$ cat config.mk
export PLATFORM = sky130hd
export DESIGN_NAME = frame_config_loader
export DESIGN_NICKNAME = d
export VERILOG_FILES = /design/src/rtl/frame_config_loader.sv
export SDC_FILE = /design/constraint.sdc
export NUM_CORES = 1
export LEC_CHECK = 0
export CAP_MARGIN = 20
export CORE_MARGIN = 3
export CORE_UTILIZATION = 45
export CTS_CLUSTER_SIZE = 25
export DETAILED_ROUTE_END_ITERATION = 12
export HOLD_SLACK_MARGIN = 0.05
export PLACE_DENSITY_LB_ADDON = 0.2
export SYNTH_ARGS = -nofsm -noshare
export SYNTH_HDL_FRONTEND = slang
export SYNTH_SLANG_ARGS = --single-unit
$ cat constraint.sdc
create_clock -name prog_clk -period 1.9 [get_ports prog_clk]
set_input_delay 0.19 -clock prog_clk [delete_from_list [all_inputs] [get_ports prog_clk]]
set_output_delay 0.19 -clock prog_clk [all_outputs]
set_load 0.05 [all_outputs]
$ cat src/rtl/frame_config_loader.sv
// Frame-based configuration write sequencer: turns a valid/ready stream of
// (address, bit) words into setup/strobe/hold write cycles for a grid_io tile.
module frame_config_loader #(
  parameter int ADDR_WIDTH    = 4,
  parameter int NUM_WORDS     = 16,
  parameter int STROBE_CYCLES = 1,
  parameter int CNT_WIDTH     = 8
) (
  input  logic                  prog_clk,
  input  logic                  pReset,
  input  logic                  start,
  input  logic                  abort,
  input  logic                  bs_valid,
  output logic                  bs_ready,
  input  logic [ADDR_WIDTH-1:0] bs_addr,
  input  logic                  bs_data,
  output logic                  enable,
  output logic [ADDR_WIDTH-1:0] address,
  output logic                  data_in,
  output logic                  busy,
  output logic                  config_done,
  output logic [CNT_WIDTH-1:0]  words_loaded
);

  localparam int SW = (STROBE_CYCLES > 1) ? $clog2(STROBE_CYCLES) : 1;
  localparam logic [SW-1:0]        STROBE_LAST = SW'(STROBE_CYCLES - 1);
  localparam logic [CNT_WIDTH-1:0] WORDS_MAX   = CNT_WIDTH'(NUM_WORDS);

  typedef enum logic [2:0] {IDLE, LOAD, SETUP, STROBE, HOLD, DONE} state_e;

  state_e                  state_q, state_d;
  logic [SW-1:0]           strobe_cnt_q, strobe_cnt_d;
  logic [ADDR_WIDTH-1:0]   address_q, address_d;
  logic                    data_in_q, data_in_d;
  logic [CNT_WIDTH-1:0]    words_loaded_q, words_loaded_d;
  logic                    config_done_q, config_done_d;
  logic                    enable_q, enable_d;
  logic                    bs_ready_q, bs_ready_d;
  logic                    busy_q, busy_d;
  logic [CNT_WIDTH-1:0]    words_inc;

  assign words_inc = words_loaded_q + 1'b1;

  always_comb begin
    // NOTE: every _d gets its hold value first so no path through the case can infer a latch.
    state_d        = state_q;
    strobe_cnt_d   = strobe_cnt_q;
    address_d      = address_q;
    data_in_d      = data_in_q;
    words_loaded_d = words_loaded_q;
    config_done_d  = config_done_q;

    if (abort && state_q != IDLE) begin
      state_d = IDLE;
    end else begin
      unique case (state_q)
        IDLE: begin
          if (start && !abort) begin
            state_d        = LOAD;
            words_loaded_d = '0;
            config_done_d  = 1'b0;
          end
        end
        // bs_ready is high exactly while in LOAD, so bs_valid alone completes the handshake.
        LOAD: begin
          if (bs_valid) begin
            address_d = bs_addr;
            data_in_d = bs_data;
            state_d   = SETUP;
          end
        end
        SETUP: begin
          strobe_cnt_d = '0;
          state_d      = STROBE;
        end
        STROBE: begin
          if (strobe_cnt_q == STROBE_LAST) state_d = HOLD;
          else                             strobe_cnt_d = strobe_cnt_q + 1'b1;
        end
        HOLD: begin
          words_loaded_d = words_inc;
          if (words_inc == WORDS_MAX) begin
            state_d       = DONE;
            config_done_d = 1'b1;
          end else begin
            state_d = LOAD;
          end
        end
        DONE:    state_d = IDLE;
        default: state_d = IDLE;
      endcase
    end

    // Status outputs are registered copies of the next-state decode, so they
    // line up with the state they describe and never glitch.
    enable_d   = (state_d == STROBE);
    bs_ready_d = (state_d == LOAD);
    busy_d     = (state_d == LOAD) || (state_d == SETUP) ||
                 (state_d == STROBE) || (state_d == HOLD);
  end

  // NOTE: sequential state uses non-blocking assignments only; the async reset
  // drops enable immediately, independent of prog_clk.
  always_ff @(posedge prog_clk or posedge pReset) begin
    if (pReset) begin
      state_q        <= IDLE;
      strobe_cnt_q   <= '0;
      address_q      <= '0;
      data_in_q      <= 1'b0;
      words_loaded_q <= '0;
      config_done_q  <= 1'b0;
      enable_q       <= 1'b0;
      bs_ready_q     <= 1'b0;
      busy_q         <= 1'b0;
    end else begin
      state_q        <= state_d;
      strobe_cnt_q   <= strobe_cnt_d;
      address_q      <= address_d;
      data_in_q      <= data_in_d;
      words_loaded_q <= words_loaded_d;
      config_done_q  <= config_done_d;
      enable_q       <= enable_d;
      bs_ready_q     <= bs_ready_d;
      busy_q         <= busy_d;
    end
  end

  assign enable       = enable_q;
  assign bs_ready     = bs_ready_q;
  assign busy         = busy_q;
  assign address      = address_q;
  assign data_in      = data_in_q;
  assign config_done  = config_done_q;
  assign words_loaded = words_loaded_q;

endmodule

==> flow_summary.ini <==
[grt]
grt_pass1_wl_mm = 3.601
grt_usage_pct = 17.19
grt_pass1_vias = 805
grt_overflow = 0
grt_max_degree = 13
grt_antenna_before_repair = 0

[cts]
numCtsBuffers = 3
clk_latency_ns = 0.31
cts_tree = done
clockRootBuffer = clkbuf_4
clkSinkCount = 20
clk_path_buf_depth = 2
clk_pin_slew_ns = 0.12
h-tree-depth = 1

[timing]
drv_slew = 0
hold_violations = 0
skew_ns = 0.007503
finalSetupTns_ns = 0
tightest_slew_ns = 0.5554
setup_viol = 0
period_needed_ns = 1.793
fin_crit_sh_pct = 94.39
setup_ws_ns = 0.1066
slew_headroom_pct = 62.73
rsz0062_at_grt = false
clock.fmax_mhz = 557.6

[route]
drc = 0
drt_wl_total_mm = 2.117
drtPass1Iterations = 4
post_drt_wl_per_cell_um = 13.57
drt_iter0_markers = 21
vias = 845
drtAntennaViolNets = 0
routed_via_density = 5.417

[worst_setup_path]
slowest_delay_ns = 0.84
timing.critical_path.buf_inv = 1
cp_data_arrival_time_ns = 1.60
crit_required_ns = 1.71
start_kind = flip-flop
crit_fanout = 4
critical_path_class = flip-flop to output pin
cp_top_family = buffers and inverters
end_kind = output pin
timing.critical_path.cells = clkdlybuf4s50_1
worst_path_max_delay_cell = clkdlybuf4s50_1

[synthesis]
synth.yosys.warnings = 0
synth_area_um2 = 1031
ys_ff_latch = 20
synth.avg_cell_area_um2 = 10.21
netlist_instances = 101
ys_dominant_reg_cell = dfrtp_1
synth_edf_count = 0
synth_nets = 113
ys_types = 33
ys_seq_area_share_pct = 48.54
async_flop_share_pct = 100.0

[die]
io_pins = 27
initial_core_util_pct = 50.00
die_w_um = 53.87
die_area_um2 = 2901
core_area_um2 = 2062
die_h_um = 53.87
rows = 16

[placed_design]
dp_slack_ns = 0.1669
placed_cell_area_um2 = 1333
dp_hpwl_mm = 1.572
port-buffer-count = 26
place_congestion = 0.8181

[final_layout]
nNetsFinal = 142
post-route-cell-area_um2 = 1393
drive_gt1_share_pct = 16.28
syn2layout_area_growth_pct = 35.07
antennaDiodeCount = 0

[job]
max_cap_viol_count = 0

[power_and_ir_drop]
p_leak_nw = 0.6304
fin_total_pwr_mw = 1.217
powerDensity_nw_per_um2 = 873.8
vdd_drop_max_v = 0.0006915
internal_power_mw = 0.8241
seqPwrFrac_pct = 41.4
power_frac_comb_pct = 29.7
switching_share_pct = 32.28
clockPowerShare_pct = 28.9
p_sw_mw = 0.3928

[worst_hold_path]
hp-class = input port to asynchronous set/reset pin

[outcome]
run_status = finished clean
## layout by cell type (no fill, tap or decap), types with 2 or more instances in the layout
| master | count |
|---|---|
| a21oi_1 | 2 |
| a31oi_1 | 3 |
| and2_1 | 2 |
| and3_2 | 2 |
| buf_4 | 3 |
| clkbuf_4 | 3 |
| clkdlybuf4s50_1 | 23 |
| dfrtp_1 | 18 |
| dfrtp_2 | 2 |
| dlymetal6s2s_1 | 3 |
| mux2_2 | 5 |
| nand2_1 | 9 |
| nand2b_1 | 3 |
| nand4_1 | 2 |
| nor2_1 | 9 |
| nor3_1 | 2 |
| o21ai_0 | 17 |
| o31ai_1 | 2 |
## registers in the layout, indices dropped and copies added, names as in the netlist
name	count
address	4
bs_ready	1
busy	1
config_done	1
data_in	1
enable	1
state_q	3
words_loaded	8
## path summary, 6_finish.rpt
kind	from	to	slack, ns	depth (start not counted)
min reg2reg	address[3]$_DFFE_PP0P_	address[3]$_DFFE_PP0P_	0.52	1
max	words_loaded[7]$_DFFE_PP0P_	words_loaded[7]	0.11	1
max in group asynchronous	pReset	address[1]$_DFFE_PP0P_	1.30	3
min	pReset	words_loaded[2]$_DFFE_PP0P_	0.12	2
max reg2reg	words_loaded[0]$_DFFE_PP0P_	config_done$_DFFE_PP0P_	0.12	5
min in group prog_clk	bs_addr[2]	address[2]$_DFFE_PP0P_	0.49	2
## cell families (layout without fill, tap and decap cells)
kind of cell,Yosys count,count (layout),synth area share [%]
multiplexers,6,6,6.432
AND/OR/NAND/NOR,35,35,17.84
XOR/XNOR,1,1,1.578
buffers and inverters,6,34,3.275
adder cells (fa/ha/maj),2,2,2.427
flip-flops,20,20,48.54
AO/OA/AOI/OAI,31,31,19.90
## per-stage QoR
stage	hold slack, ns	instances	utilization (%)
2_1_floorplan	0.1537	101	-
3_3_place_gp	0.4736	152	64.62
3_5_place_dp	0.4706	152	64.62
4_1_cts	0.1348	156	67.17
5_1_grt	0.1379	156	67.54
6_report	0.1211	156	67.54
## power by group through the flow
stage               combinational [mW]  clock (mW)  sequential [mW]
floorplan                       0.0798           0            0.665
global placement                 0.361           0            0.510
detailed placement               0.365           0            0.513
CTS                              0.366       0.354            0.504
global route                     0.382       0.376            0.509
finish                           0.362       0.352            0.503
## cells in the mapped netlist, types with 2 or more instances
cell,n,share of area [%]
nor3_1,2,0.97
o31ai_1,2,1.5
a31oi_1,3,1.8
o21ai_0,17,8.3
a21oi_1,2,0.97
dfrtp_1,20,49
nor2_1,9,3.3
buf_2,3,1.5
nand2b_1,3,1.8
nand2_1,9,3.3
and3_2,2,1.5
nand4_1,2,1.2
ha_1,2,2.4
and2_1,2,1.2
mux2_2,5,5.5
## area by class of cell
type | instances | area [µm²]
clock buffer | 3 | 22.52
inverter | 1 | 3.754
multi-input combinational | 75 | 509.2
tap | 27 | 33.78
fill | 152 | 669.4
timing repair buffer | 29 | 290.3
clock inverter | 1 | 30.03
sequential | 20 | 503.0
## what timing repair did
action | CTS | global route
endpoints found under the setup margin | 0 | 3
setup buffers | 0 | 0
resized for setup | 0 | 3
hold buffers | 0 | 0
## routing by layer
| layer | wire length (µm) | part of all wire [%] | up-vias | track usage (%) |
|---|---|---|---|---|
| met1 | 1053 | 50 | 392 | 25.96 |
| li1 | - | - | 425 | - |
| met2 | 894 | 42 | 25 | 23.19 |
| met4 | 22 | 1.0 | 0 | 8.511 |
| met3 | 147 | 6.9 | 3 | 3.047 |
| met5 | 0 | 0 | - | 0 |
(Power assumes the default switching activity.)
